File: config.mk
export PLATFORM = sky130hd
export DESIGN_NAME = pattern_scan_ctrl_flat
export DESIGN_NICKNAME = d
export VERILOG_FILES = /design/src/rtl/pattern_scan_ctrl_pkg.sv /design/src/rtl/pattern_scan_ctrl_if.sv /design/src/rtl/pattern_scan_ctrl_seq_det4.sv /design/src/rtl/pattern_scan_ctrl.sv /design/src/flat_wrapper.sv
export SDC_FILE = /design/constraint.sdc
export NUM_CORES = 1
export LEC_CHECK = 0
export ABC_AREA = 1
export BUFFER_PORTS_ARGS = -buffer_cell sky130_fd_sc_hd__buf_2
export CORE_MARGIN = 10
export CORE_UTILIZATION = 26
export CTS_CLUSTER_SIZE = 12
export DETAILED_ROUTE_END_ITERATION = 8
export SLEW_MARGIN = 40
export SYNTH_ARGS = -nofsm -noshare
export SYNTH_HDL_FRONTEND = slang
export SYNTH_SLANG_ARGS = --single-unit
File: constraint.sdc
create_clock -name clk -period 1.65 [get_ports clk]
set_input_delay 0.0825 -clock clk [delete_from_list [all_inputs] [get_ports clk]]
set_output_delay 0.0825 -clock clk [all_outputs]
set_load 0.01 [all_outputs]
File: src/rtl/pattern_scan_ctrl_pkg.sv
// Shared types and constants for the pattern scan controller and its detector.
package pattern_scan_ctrl_pkg;

  localparam int PAT_W = 4;

  typedef enum logic [1:0] {
    IDLE  = 2'b00,
    SHIFT = 2'b01,
    DONE  = 2'b10
  } state_t;

endpackage

File: src/rtl/pattern_scan_ctrl_if.sv
// Requester-side handshake and result bus of the pattern scan controller.
interface pattern_scan_ctrl_if #(
  parameter int DATA_W = 16,
  parameter int CNT_W  = 5
);
  import pattern_scan_ctrl_pkg::*;

  logic              start;
  logic [DATA_W-1:0] data_in;
  logic [PAT_W-1:0]  pattern;
  logic              busy;
  logic              done;
  logic              hit;
  logic [CNT_W-1:0]  match_cnt;
  logic              found;
  logic [CNT_W-1:0]  first_pos;

  modport master (
    output start, data_in, pattern,
    input  busy, done, hit, match_cnt, found, first_pos
  );

  modport slave (
    input  start, data_in, pattern,
    output busy, done, hit, match_cnt, found, first_pos
  );

endinterface

File: src/rtl/pattern_scan_ctrl_seq_det4.sv
// Programmable overlapping 4-bit Mealy sequence detector with a fill counter so
// no match is reported before a full window of bits has been seen.
module seq_det4
  import pattern_scan_ctrl_pkg::*;
(
  input  logic             clk,
  input  logic             rst,
  input  logic             clr,
  input  logic             en,
  input  logic             bit_in,
  input  logic [PAT_W-1:0] pattern,
  output logic             match
);

  localparam int FILL_W = $clog2(PAT_W);
  localparam logic [FILL_W-1:0] FILL_FULL = FILL_W'(PAT_W - 1);

  logic [PAT_W-2:0] hist;
  logic [FILL_W-1:0] fill;

  // NOTE: non-blocking assignments so every register samples pre-edge values.
  always_ff @(posedge clk or posedge rst) begin
    if (rst) begin
      hist <= '0;
      fill <= '0;
    end else if (clr) begin
      hist <= '0;
      fill <= '0;
    end else if (en) begin
      hist <= {hist[PAT_W-3:0], bit_in};
      if (fill != FILL_FULL) fill <= fill + FILL_W'(1);
    end
  end

  // History is kept after a match, which is what allows overlapping hits.
  assign match = en && (fill == FILL_FULL) && ({hist, bit_in} == pattern);

endmodule

File: src/rtl/pattern_scan_ctrl.sv
// Scan controller: serialises a captured word MSB-first into seq_det4 and
// reports the match count and first match position with a start/done handshake.
module pattern_scan_ctrl
  import pattern_scan_ctrl_pkg::*;
#(
  parameter int DATA_W = 16,
  parameter int CNT_W  = 5
) (
  input  logic                clk,
  input  logic                rst,
  pattern_scan_ctrl_if.slave  bus
);

  state_t            state, state_nxt;
  logic              accept;
  logic              shifting;
  logic              last_bit;
  logic              det_match;

  logic [DATA_W-1:0] shreg;
  logic [PAT_W-1:0]  pat_q;
  logic [CNT_W-1:0]  idx;

  logic              hit_q;
  logic [CNT_W-1:0]  cnt_q;
  logic              found_q;
  logic [CNT_W-1:0]  pos_q;

  assign shifting = (state == SHIFT);
  assign last_bit = (idx == CNT_W'(DATA_W - 1));

  always_ff @(posedge clk or posedge rst) begin
    if (rst) state <= IDLE;
    else     state <= state_nxt;
  end

  // NOTE: defaults first so no path through the case leaves a latch.
  always_comb begin
    state_nxt = state;
    accept    = 1'b0;
    case (state)
      IDLE: begin
        if (bus.start) begin
          accept    = 1'b1;
          state_nxt = SHIFT;
        end
      end
      SHIFT:   if (last_bit) state_nxt = DONE;
      DONE:    state_nxt = IDLE;
      default: state_nxt = IDLE;
    endcase
  end

  // Word and pattern are captured once; later input changes are invisible.
  always_ff @(posedge clk or posedge rst) begin
    if (rst) begin
      shreg <= '0;
      pat_q <= '0;
      idx   <= '0;
    end else if (accept) begin
      shreg <= bus.data_in;
      pat_q <= bus.pattern;
      idx   <= '0;
    end else if (shifting) begin
      shreg <= {shreg[DATA_W-2:0], 1'b0};
      idx   <= idx + CNT_W'(1);
    end
  end

  seq_det4 u_det (
    .clk     (clk),
    .rst     (rst),
    .clr     (accept),
    .en      (shifting),
    .bit_in  (shreg[DATA_W-1]),
    .pattern (pat_q),
    .match   (det_match)
  );

  // Results are cleared only by an accepted start, so they hold after done.
  always_ff @(posedge clk or posedge rst) begin
    if (rst) begin
      hit_q   <= 1'b0;
      cnt_q   <= '0;
      found_q <= 1'b0;
      pos_q   <= '0;
    end else begin
      hit_q <= det_match;
      if (accept) begin
        cnt_q   <= '0;
        found_q <= 1'b0;
        pos_q   <= '0;
      end else if (det_match) begin
        cnt_q <= cnt_q + CNT_W'(1);
        if (!found_q) begin
          found_q <= 1'b1;
          pos_q   <= idx - CNT_W'(PAT_W - 1);
        end
      end
    end
  end

  assign bus.busy      = shifting;
  assign bus.done      = (state == DONE);
  assign bus.hit       = hit_q;
  assign bus.match_cnt = cnt_q;
  assign bus.found     = found_q;
  assign bus.first_pos = pos_q;

endmodule
File: src/flat_wrapper.sv
// flat-port wrapper written by rule: the top's interface ports become plain ports
module pattern_scan_ctrl_flat import pattern_scan_ctrl_pkg::*;
#(
  parameter int DATA_W = 16,
  parameter int CNT_W  = 5
)
  (clk, rst, bus_start, bus_data_in, bus_pattern, bus_busy, bus_done, bus_hit, bus_match_cnt, bus_found, bus_first_pos);
  pattern_scan_ctrl_if #(.DATA_W(DATA_W), .CNT_W(CNT_W)) bus_i ();
  input  logic clk;
  input  logic rst;
  input wire logic [$bits(bus_i.start)-1:0] bus_start;
  input wire logic [$bits(bus_i.data_in)-1:0] bus_data_in;
  input wire logic [$bits(bus_i.pattern)-1:0] bus_pattern;
  output wire logic [$bits(bus_i.busy)-1:0] bus_busy;
  output wire logic [$bits(bus_i.done)-1:0] bus_done;
  output wire logic [$bits(bus_i.hit)-1:0] bus_hit;
  output wire logic [$bits(bus_i.match_cnt)-1:0] bus_match_cnt;
  output wire logic [$bits(bus_i.found)-1:0] bus_found;
  output wire logic [$bits(bus_i.first_pos)-1:0] bus_first_pos;
  assign bus_i.start = bus_start;
  assign bus_i.data_in = bus_data_in;
  assign bus_i.pattern = bus_pattern;
  assign bus_busy = bus_i.busy;
  assign bus_done = bus_i.done;
  assign bus_hit = bus_i.hit;
  assign bus_match_cnt = bus_i.match_cnt;
  assign bus_found = bus_i.found;
  assign bus_first_pos = bus_i.first_pos;
  pattern_scan_ctrl #(.DATA_W(DATA_W), .CNT_W(CNT_W)) u_core (.clk(clk), .rst(rst), .bus(bus_i));
endmodule
After elaboration in Yosys (flattened, before gate mapping). Cells that the tools add are included.

Add/subtract/negate cells: 4. Eq/ne operators: 9. Muxes and demuxes: 21. Reduce and logical (&&, ||, !) cells: 9.

Operators with widths (count): two-way mux 5 bit (7); two-way mux 16 bit (2); adder 5 x 1 -> 5 bit, second input constant (2); two-way mux 2 bit (5); two-way mux 3 bit (2); AND reduction 2 bit (3); nonzero test 2 bit (3); == test 5 x 4 -> 1 bit, second input constant (1); subtractor 5 x 2 -> 5 bit, second input constant (1); == test 2 bit, second input constant (2); == test 4 bit (1); two-way mux 1 bit (4); inequality test 2 x 1 -> 1 bit, second input constant (2); inequality test 2 bit, second input constant (2); case mux 2 bit (2 select lines) (1); adder 2 x 1 -> 2 bit, second input constant (1); == test 2 x 1 -> 1 bit, second input constant (1); logical AND 1 bit (2); zero test 2 bit (1).

Register bits: 44. Bits of input ports: 23. Output and inout port bits: 14. Logic and storage cells: 53.

Longest topological paths before layout. Gate-level depths: netlist of run 1.

Word-level depth: 5. Depth in mapped cells: 9. Mapped depth without buffers: 9.

By module. From an unflattened synthesis of run 1, not the netlist that was laid out.

Cells, all modules: 251. Area total of the unflattened synthesis: 2135.8 um2.

By module, submodules not included: pattern_scan_ctrl (times used 1, cells each 206, area an instance 1831.8 um2, seq. area each 975.9 um2); seq_det4 (times used 1, cells each 45, area an instance 304.0 um2, seq. area each 125.1 um2).

Least setup slack after synthesis of run 1. OpenSTA, ideal clock, no wires.

Path type: register to register. Start: register u_core.idx[0]. End: register u_core.idx[4]. Setup time: 0.082 ns. Data arrival time: 1.171 ns. Required time: 1.568 ns. Setup slack: 0.397 ns. Stages on the path, launching flop included: 6. Path buffers: 0. Period minus slack after synthesis: 1.253 ns. Path through: dfrtp_1 > ha_1 > inv_1 > nor3_1 > ha_1 > o22ai_1.

Word-level cells in the longest chain between the ends: 3.

RTL lines: start: declaration (line pattern_scan_ctrl.sv:22) `logic [CNT_W-1:0] idx;`; start signal: assignment (line pattern_scan_ctrl.sv:66) `idx <= idx + CNT_W'(1);`; adder 5 x 1 -> 5 bit (line pattern_scan_ctrl.sv:66); two-way mux 5 bit (line pattern_scan_ctrl.sv:64) `end else if (shifting) begin`; two-way mux 5 bit (line pattern_scan_ctrl.sv:60) `end else if (accept) begin`.

No other way between the ends. The select of a mux whose other input is x is not followed. A chain may end at the register's enable or synchronous reset.

Worst setup path in the final report of run 1.
Start: register u_core.state[0]. End: output bus_busy.

Word-level cells in the longest chain between the ends: 1.

RTL lines: start: declaration (line pattern_scan_ctrl.sv:14) `state_t state, state_nxt;`; start signal: assignment (line pattern_scan_ctrl.sv:34) `else state <= state_nxt;`; == test 2 x 1 -> 1 bit (line pattern_scan_ctrl.sv:29) `assign shifting = (state == SHIFT);`; end: declaration (line flat_wrapper.sv:14) `output wire logic [$bits(bus_i.busy)-1:0] bus_busy;`.

No other way between the ends.

==> results of run 1 <==
## tightest hold or removal path: cells and delay by family
| family | cells | cell delay, ns |
|---|---|---|
| buffers and inverters | 1 | 0.08 |
| AND/OR/NAND/NOR | 2 | 0.11 |
## placed cells by master, fill, tap and decap left out, types with 4 or more instances in the layout
cell type and n:
inv_1 21, clkbuf_8 7, nor2_1 10, buf_2 36, dfrtp_1 44, o21ai_0 9
nand3_1 17, ha_1 4, nand2_1 85, o22ai_1 5, dlygate4sd3_1 12
## cells by family after synthesis
kind of cell             synth area share [%]
AND/OR/NAND/NOR                          26.9
flip-flops                               52.6
buffers and inverters                    7.77
AO/OA/AOI/OAI                            7.77
XOR/XNOR                                 2.09
adder cells (fa/ha/maj)                  2.39
multiplexers                            0.478
## layer usage
metal | vias up | part of all wire, %
met5 | - | 0
met4 | 0 | 0.37
met3 | 2 | 5.5
met2 | 35 | 46
met1 | 748 | 48
li1 | 848 | -
## area by class of cell
class | instances | area, um^2
repair buffers | 50 | 328
fillers | 826 | 5140
inverters | 26 | 119
multi-input cells | 156 | 830
clock buffers | 7 | 96.3
clock inverters | 1 | 30.0
well taps | 102 | 128
flip-flops and latches | 44 | 1100
## cell usage after synthesis (3+ instances only)
cell type | n | area share (%)
nor2_1 | 10 | 1.8
o21ai_0 | 9 | 2.2
dfrtp_1 | 44 | 53
ha_1 | 4 | 2.4
nand2_1 | 85 | 15
inv_1 | 22 | 3.9
o22ai_1 | 5 | 1.5
nand3_1 | 17 | 4.1
nand3_2 | 3 | 1.4
xor2_1 | 3 | 1.3
## what timing repair did
| item | CTS | global route |
|---|---|---|
| hold buffers | 11 | 1 |
| hold endpoints to repair | 27 | 1 |
| buffers inserted | 0 | 0 |
## worst paths after layout
kind / slack (ns) / cells past startpoint / startpoint / endpoint
hold / removal: 0.009 / 3 / bus_data_in[5] / u_core.shreg[5]
min in group asynchronous: 0.32 / 3 / rst / u_core.bus.match_cnt[0]
setup reg to reg: 0.17 / 6 / u_core.state[0] / u_core.u_det.fill[0]
max in group asynchronous: 0.84 / 4 / rst / u_core.shreg[0]
setup / recovery: 0.12 / 4 / u_core.state[0] / bus_busy
hold reg to reg: 0.47 / 2 / u_core.bus.first_pos[4] / u_core.bus.first_pos[4]
## power breakdown
group / internal, mW / total [mW] / switching, mW
sequential: 1.53 / 1.81 / 0.278
clock: 0.535 / 0.908 / 0.373
combinational: 0.729 / 1.77 / 1.04
total: 2.80 / 4.49 / 1.69
## flip-flops by register name, indices dropped and copies added, names as in the netlist
signal,cells
u_core.shreg,16
u_core.bus.first_pos,5
u_core.bus.match_cnt,5
u_core.idx,5
u_core.pat_q,4
u_core.u_det.hist,3
u_core.state,2
u_core.u_det.fill,2
u_core.bus.found,1
u_core.bus.hit,1
## through the flow
step	util (%)	setup WS, ns	hold WS [ns]
floorplan	-	0.397	0.192
CTS	33.7	0.105	0.00134
detailed placement	30.7	0.178	0.155
finish	33.9	0.117	0.00885
global placement	30.7	0.222	0.143
global route	33.9	0.0272	0.00256
==> impl_metrics.csv, run 1 <==
group,metric,value,unit
placement,place_area,2380,um^2
clock_network,cts_tree,"yes",
floorplanning,die_h,110,um
timing,worst_pin_slew,0.426,ns
global_routing,grt_use_met3,2.63,%
worst_setup_path,crit_fanout,11,
detailed_routing,num_vias,1633,
floorplanning,dieWidth,110,um
synth,synth_nets,258,
detailed_routing,drt_iter0_markers,60,
synth,ys_async_sr_fraction,100,%
clock_network,htree_num_levels,2,
worst_setup_path,startpoint_type,"flop",
worst_setup_path,endpoint_kind,"output pin",
detailed_routing,wire_per_inst,11.9,um
synth,synth_seq_cells,44,
timing,report.final.setup_viol,0,
floorplanning,initial_core_util,26.9,%
timing,final.min_clock_period,1.53,ns
cells_and_area,n_antenna_cell,0,
timing,rsz0062_at_grt,"false",
global_routing,antenna_found_initial,0,
synth,ys.flop_type,"dfrtp_1",
global_routing,grt_max_degree,29,
detailed_routing,final_antenna_net_count,0,
detailed_routing,routed_wl,4.61,mm
timing,slew_headroom,71.6,%
status,outcome,"finished, final reports clean",
floorplanning,dieArea,12000,um^2
synth,seq_area_frac_synth,52.6,%
global_routing,track_usage,8.00,%
clock_network,root_buffer,"clkbuf_8",
global_routing,grtUsageMet1,9.95,%
clock_network,clk_pin_slew,0.09,ns
power,power.total,4.49,mW
detailed_routing,via_per_inst,4.23,
timing,fmax,0.652,GHz
flow_run,cap_violations,0,
clock_network,cts_resized,0,
power,irDropWorstVdd,0.641,mV
floorplanning,io_pins,37,
placement,dp_hpwl,3.39,mm
global_routing,grt_pass1_wl,7.73,mm
floorplanning,rows,32,
timing,finClkSkew,0.00853,ns
worst_setup_path,critical_path_arrival,1.45,ns
worst_setup_path,required,1.57,ns
timing,period_share,92.9,%
synth,synth-edff-count,0,
floorplanning,core_area,7770,um^2
worst_setup_path,cp_slowest_stage_delay,0.39,ns
power,power_density,1710,nW/um^2
placement,gp_congestion,0.765,
hold_path,min_path_type,"in -> reg",
clock_network,clockBufferDepth,2,
worst_setup_path,crit_family,"buffers and inverters",
timing,drv_slew,0,
global_routing,grt_use_met2,12.9,%
detailed_routing,drtPass1Iterations,4,
synth,synthesis.instances,231,
global_routing,grt_pass1_vias,1646,
clock_network,clkLatencyLatePin,0.30,ns
placement,io_buffers,36,
placement,placed_cells,366,
global_routing,globalRouteOverflowTotal,0,
synth,yosysUniqueCellTypes,32,
cells_and_area,drive_above_1_share,22.2,%
cells_and_area,syn_to_final_growth,25.7,%
cells_and_area,final_area,2630,um^2
synth,syn_area,2090,um^2
worst_setup_path,crit_buf_inv,3,
cells_and_area,fin_nets,310,
timing,finalHoldViolCount,0,
detailed_routing,drc,0,
clock_network,cts.sinks,44,
synth,synth_warnings,0,
timing,setup_tns,0,ns
worst_setup_path,crit_path_cell_trace,"bufinv_8 > nor2_8 > buf_4 > buf_2",
power,power_leakage,1.37,nW
cells_and_area,layout.cells.non_filler,386,
synth,avgSynthCellArea,9.06,um^2
global_routing,grt-busiest-layer,"met2",
worst_setup_path,path_class,"reg -> out",
worst_setup_path,cp_slowest_cell,"dfrtp_1",
clock_network,numCtsBuffers,5,
(Power assumes the default switching activity.)
==> inputs of run 2 (changes only) <==
--- a/config.mk
+++ b/config.mk
@@ -5,7 +5,6 @@
 export SDC_FILE = /design/constraint.sdc
 export NUM_CORES = 1
 export LEC_CHECK = 0
-export ABC_AREA = 1
 export BUFFER_PORTS_ARGS = -buffer_cell sky130_fd_sc_hd__buf_2
 export CORE_MARGIN = 10
 export CORE_UTILIZATION = 26
==> constraint.sdc (replaced) <==
create_clock -name clk -period 1.65 [get_ports clk]
set_input_delay 0.33 -clock clk [delete_from_list [all_inputs] [get_ports clk]]
set_output_delay 0.33 -clock clk [all_outputs]
set_load 0.01 [all_outputs]
==> run 2 against run 1 <==
  * Sequential power about the same
  * Utilization decreased by 0.23 points
  * Non-clock buffer count down 1
  * Fmax down 3.7%
==> impl_metrics.csv, run 2 <==
group,metric,value,unit
synth,synth_seq_cells,44,
global_routing,grt-busiest-layer,"met2",
synth,yosysUniqueCellTypes,36,
clock_network,clk_pin_slew,0.08,ns
global_routing,grt_use_met3,3.48,%
floorplanning,io_pins,37,
power,irDropWorstVdd,0.666,mV
global_routing,grt_pass1_wl,8.40,mm
global_routing,grtUsageMet1,10.3,%
power,power.total,4.36,mW
global_routing,grt_use_met2,14.2,%
cells_and_area,fin_nets,284,
worst_setup_path,crit_fanout,10,
synth,synth.most_common_cell,"nand2_1",
detailed_routing,drtPass1Iterations,4,
cells_and_area,layout_commonest_cell,"nand2_1",
timing,fmax,0.628,GHz
floorplanning,core_area,7730,um^2
timing,report.final.setup_viol,0,
detailed_routing,drc,0,
synth,synth_common_cells,"nand2_1 (62), dfrtp_1 (44), a22oi_1 (15)",
synth,synthTopCellsByArea,"dfrtp_1 (53%), nand2_1 (11%), a22oi_1 (5.5%)",
worst_setup_path,required,1.32,ns
synth,synthesis.instances,210,
cells_and_area,layout.cells.non_filler,359,
detailed_routing,routed_wl,4.91,mm
status,outcome,"finished, final reports clean",
clock_network,cts_tree,"yes",
synth,synth_top_cell_by_area,"dfrtp_1",
global_routing,antenna_found_initial,0,
worst_setup_path,startpoint,"u_core.state[1]",
worst_setup_path,endpoint_kind,"output pin",
worst_setup_path,path_class,"reg -> out",
detailed_routing,via_per_inst,4.54,
global_routing,track_usage,8.66,%
clock_network,clkLatencyLatePin,0.29,ns
worst_setup_path,r2r-start,"u_core.u_det.fill[0]",
global_routing,grt_max_degree,45,
placement,gp_congestion,0.763,
floorplanning,rows,32,
floorplanning,die_h,109,um
hold_path,min_path_type,"in -> async",
timing,worst_pin_slew,0.469,ns
floorplanning,initial_core_util,26.7,%
placement,placed_cells,349,
cells_and_area,top_register,"u_core.shreg",
timing,rsz0062_at_grt,"false",
detailed_routing,final_antenna_net_count,0,
cells_and_area,syn_to_final_growth,25.9,%
cells_and_area,drive_above_1_share,27.2,%
timing,final.min_clock_period,1.59,ns
global_routing,grt_pass1_vias,1747,
synth,ys_async_sr_fraction,100,%
clock_network,cts.sinks,44,
floorplanning,dieWidth,109,um
global_routing,globalRouteOverflowTotal,0,
clock_network,htree_num_levels,2,
synth,synth_top_area_share,53.3,%
synth,avgSynthCellArea,9.84,um^2
clock_network,numCtsBuffers,5,
clock_network,clockBufferDepth,2,
clock_network,root_buffer,"clkbuf_8",
detailed_routing,drt_iter0_markers,40,
clock_network,hold_buffers,0,
flow_run,cap_violations,0,
placement,io_buffers,36,
synth,ys.flop_type,"dfrtp_1",
cells_and_area,layout_common_cells,"nand2_1 (62), dfrtp_1 (43), buf_2 (36), a22oi_1 (15), o21ai_0 (12)",
power,power_density,1680,nW/um^2
timing,slew_headroom,68.6,%
worst_setup_path,critical_path_arrival,1.26,ns
timing,finalHoldViolCount,0,
cells_and_area,n_antenna_cell,0,
placement,dp_hpwl,3.57,mm
synth,synth_warnings,0,
timing,drv_slew,0,
synth,synth_nets,237,
power,power_leakage,1.25,nW
floorplanning,dieArea,11900,um^2
detailed_routing,wire_per_inst,13.7,um
timing,finClkSkew,0.00628,ns
worst_setup_path,startpoint_type,"flop",
timing,period_share,96.4,%
timing,setup_tns,0,ns
synth,syn_area,2070,um^2
cells_and_area,largest_reg_flops,16,
detailed_routing,num_vias,1629,
synth,synth-edff-count,0,
synth,seq_area_frac_synth,53.3,%
-- run 2: cell types whose count changed after synthesis, sizes merged, moves of 6 or more --
cell,delta
nand2,-25
nand3,-15
nand2b,+6
a22oi,+14
nor2,-7
mux2i,+8
inv,-19
-- run 2: power breakdown --
group	leakage [nW]	internal, mW	switching, mW	total, mW
clock	0.0503	0.373	0.357	0.731
sequential	0.566	1.49	0.338	1.83
combinational	0.638	0.800	1.00	1.80
-- run 2: critical path, stage by stage, from the launching register on --
cell      delay, ns
dfrtp_1        0.41
nand2b_4       0.16
inv_4          0.12
buf_12         0.14
buf_2          0.14
-- run 2: area by class of cell --
type,instances,area (um^2)
clock buffer,7,96.3
fill,796,5130
inverter,7,28.8
multi-input combinational,150,925
sequential,44,1100
tap,102,128
timing repair buffer,49,320
-- run 2: timing repair --
| item | in CTS | in global routing |
|---|---|---|
| setup endpoints to repair | 2 | 11 |
| cloned | 0 | 1 |
| gates resized for setup | 4 | 5 |
| pin swaps | 0 | 1 |
| setup buffers | 0 | 2 |
-- run 2: cell families after synthesis --
group	share of synthesized area (%)
fa+ha+maj	2.42
mux	4.36
flops	53.3
simple gates	22.5
buf+inv	3.21
xor+xnor	2.54
compound gates	11.6
-- run 2: metal layers --
| metal | up-vias | part of all wire [%] |
|---|---|---|
| met5 | - | 0 |
| met2 | 30 | 48 |
| met4 | 0 | 0.94 |
| met3 | 6 | 7.1 |
| li1 | 813 | - |
| met1 | 780 | 44 |
-- run 2: worst paths after layout --
check / endpoint / slack [ns] / depth (start not counted)
worst max-delay path: bus_busy / 0.06 / 4
worst min-delay path: u_core.bus.first_pos[1] / 0.06 / 3
worst max register to register: u_core.bus.first_pos[2] / 0.08 / 5
worst min register to register: u_core.shreg[8] / 0.48 / 2
max in group asynchronous: u_core.state[0] / 1.36 / 3
min in group clk: u_core.pat_q[0] / 0.22 / 3
-- run 2: per-stage QoR --
step	cell area [um^2]	worst slack, ns	utilization [%]	hold WS (ns)
floorplan	2070	0.229	-	0.435
global placement	2430	0.0787	31.4	0.389
detailed placement	2430	-0.00270	31.4	0.390
CTS	2540	-0.00948	32.9	0.0684
global route	2600	0.00955	33.6	0.0705
finish	2600	0.0588	33.6	0.0638
==> inputs of run 3 (changes only) <==
--- a/config.mk
+++ b/config.mk
@@ -5,7 +5,7 @@
 export SDC_FILE = /design/constraint.sdc
 export NUM_CORES = 1
 export LEC_CHECK = 0
-export BUFFER_PORTS_ARGS = -buffer_cell sky130_fd_sc_hd__buf_2
+export BUFFER_PORTS_ARGS = -buffer_cell sky130_fd_sc_hd__buf_4
 export CORE_MARGIN = 10
 export CORE_UTILIZATION = 26
 export CTS_CLUSTER_SIZE = 12
==> run 3 against run 2 <==
  * Cell area rose by 5.7%
  * Setup slack improved by 0.0089 ns
  * Power rose by 11%
  * Critical endpoint unchanged
  * Critical path depth did not move
  * Hold slack got worse by 0.0014 ns
  * First-iteration DRC count rose by 130%
  * Non-clock buffer count fell by 2
  * Fmax rose by 0.56%
==> impl_metrics.csv, run 3 (synthesis gave the netlist of run 2 again) <==
group,metric,value,unit
status,outcome,"finished, final reports clean",
global_routing,grt_max_degree,45,
floorplanning,die_h,109,um
cells_and_area,n_antenna_cell,0,
power,power.total,4.87,mW
cells_and_area,multi_input_area,933,um^2
floorplanning,rows,32,
detailed_routing,via_per_inst,4.52,
timing,finalHoldViolCount,0,
floorplanning,core_area,7730,um^2
timing,worst_pin_slew,0.421,ns
clock_network,root_buffer,"clkbuf_8",
detailed_routing,wire_per_inst,13.8,um
global_routing,grt_pass1_vias,1631,
timing,drv_slew,0,
timing,period_share,95.9,%
floorplanning,dieArea,11900,um^2
worst_setup_path,reg2reg_depth,5,
timing,fmax,0.632,GHz
hold_path,min_path_type,"in -> async",
power,power_leakage,1.30,nW
timing,finClkSkew,0.00320,ns
worst_setup_path,crit_family,"flip-flops",
placement,io_buffers,36,
detailed_routing,drc,0,
floorplanning,io_pins,37,
cells_and_area,largest_reg_flops,16,
detailed_routing,drtPass1Iterations,4,
timing,slew_headroom,71.8,%
detailed_routing,routed_wl,4.95,mm
cells_and_area,layout_common_cells,"nand2_1 (62), buf_4 (44), dfrtp_1 (44), a22oi_1 (15), o21ai_0 (12)",
detailed_routing,drt_iter0_markers,93,
cells_and_area,syn_to_final_growth,33.0,%
worst_setup_path,critical_path_arrival,1.25,ns
worst_setup_path,crit_path_cell_trace,"nand2b_4 > inv_6 > buf_12 > buf_4",
worst_setup_path,reg2reg_slack,0.08,ns
cells_and_area,fin_nets,282,
clock_network,hold_buffers,0,
power,power_density,1770,nW/um^2
worst_setup_path,path_class,"reg -> out",
placement,gp_congestion,0.747,
cells_and_area,layout.cells.non_filler,358,
clock_network,clk_pin_slew,0.09,ns
clock_network,cts.sinks,44,
worst_setup_path,r2r-start,"u_core.u_det.fill[0]",
clock_network,htree_num_levels,2,
floorplanning,initial_core_util,26.7,%
detailed_routing,num_vias,1619,
timing,report.final.setup_viol,0,
timing,final.min_clock_period,1.58,ns
floorplanning,dieWidth,109,um
cells_and_area,n_fill_cell,770,
cells_and_area,layout_commonest_cell,"nand2_1",
clock_network,clkLatencyLatePin,0.30,ns
worst_setup_path,crit_fanout,10,
flow_run,cap_violations,0,
clock_network,clockBufferDepth,2,
placement,dp_hpwl,3.47,mm
clock_network,numCtsBuffers,5,
worst_setup_path,cp_slowest_cell,"dfrtp_1",
detailed_routing,final_antenna_net_count,0,
worst_setup_path,endpoint_kind,"output pin",
worst_setup_path,r2r-end,"u_core.bus.first_pos[0]",
global_routing,track_usage,8.37,%
global_routing,globalRouteOverflowTotal,0,
power,irDropWorstVdd,0.606,mV
clock_network,cts_tree,"yes",
global_routing,grt_pass1_wl,8.02,mm
worst_setup_path,crit_buf_inv,3,
worst_setup_path,startpoint_type,"flop",
global_routing,antenna_found_initial,0,
timing,setup_tns,0,ns
timing,rsz0062_at_grt,"false",
worst_setup_path,required,1.32,ns
cells_and_area,drive_above_1_share,26.6,%
worst_setup_path,cp_slowest_stage_delay,0.42,ns
placement,placed_cells,348,
cells_and_area,top_register,"u_core.shreg",
cells_and_area,regArea,1100,um^2
-- run 3: changes by cell type in the layout (fill, tap and decap cells not counted), moves of 2 or more --
| cell | before | now |
|---|---|---|
| buf_4 | 10 | 44 |
| bufinv_16 | 0 | 3 |
| buf_2 | 36 | 0 |
| clkbuf_8 | 7 | 5 |
-- run 3: report_power, final --
| part | internal [mW] | switching [mW] |
|---|---|---|
| sequential | 1.49 | 0.346 |
| clock | 0.757 | 0.392 |
| combinational | 0.860 | 1.02 |
-- run 3: area by class of cell --
| class | instances | area share [%] |
|---|---|---|
| clock buffers | 5 | 2.50 |
| multi-input cells | 150 | 34.0 |
| well taps | 102 | 4.64 |
| inverters | 7 | 1.14 |
| clock inverters | 3 | 3.28 |
| flip-flops and latches | 44 | 40.1 |
| repair buffers | 47 | 14.4 |
-- run 3: worst max-delay path by stage --
stage                               startpoint                       to  slack, ns  depth (start not counted)
after floorplan                u_core.state[1]  u_core.bus.first_pos[0]       0.23                          5
after global placement    u_core.u_det.fill[0]  u_core.bus.first_pos[1]       0.15                          4
after detailed placement  u_core.u_det.fill[0]  u_core.bus.first_pos[0]       0.05                          4
after CTS                      u_core.state[0]                 bus_busy      0.001                          4
after global routing      u_core.u_det.fill[0]  u_core.bus.first_pos[0]       0.01                          5
final                          u_core.state[1]                 bus_busy       0.07                          4
-- run 3: routing by layer --
metal  track usage [%]  up-vias  wire, um  part of all wire (%)
met5                 0        -         0                     0
met4              2.54        0        41                  0.83
met1              11.0      771      2380                    48
met3              3.07        5       303                   6.1
met2              12.5       33      2230                    45
li1                  -      810         -                     -
-- run 3: what timing repair did --
action,4_1_cts,5_1_grt
gates cloned,0,1
resized for setup,3,7
pin swaps,0,1
endpoints found under the setup margin,1,9
buffers inserted,0,1
-- run 3: worst register-to-register path: stages, from the launching register on --
cell and delay, ns:
dfrtp_1 0.39, ha_2 0.26, o2111ai_4 0.17, nor4_4 0.27, buf_4 0.19, mux2i_2 0.21
-- run 3: through the flow --
step	area [um^2]	hold WS [ns]	setup slack, ns	utilization [%]
after floorplan	2070	0.435	0.229	-
after global placement	2510	0.398	0.146	32.5
after detailed placement	2510	0.400	0.0528	32.5
after CTS	2680	0.0665	0.00106	34.7
after global routing	2750	0.0752	0.0125	35.6
final	2750	0.0625	0.0677	35.6
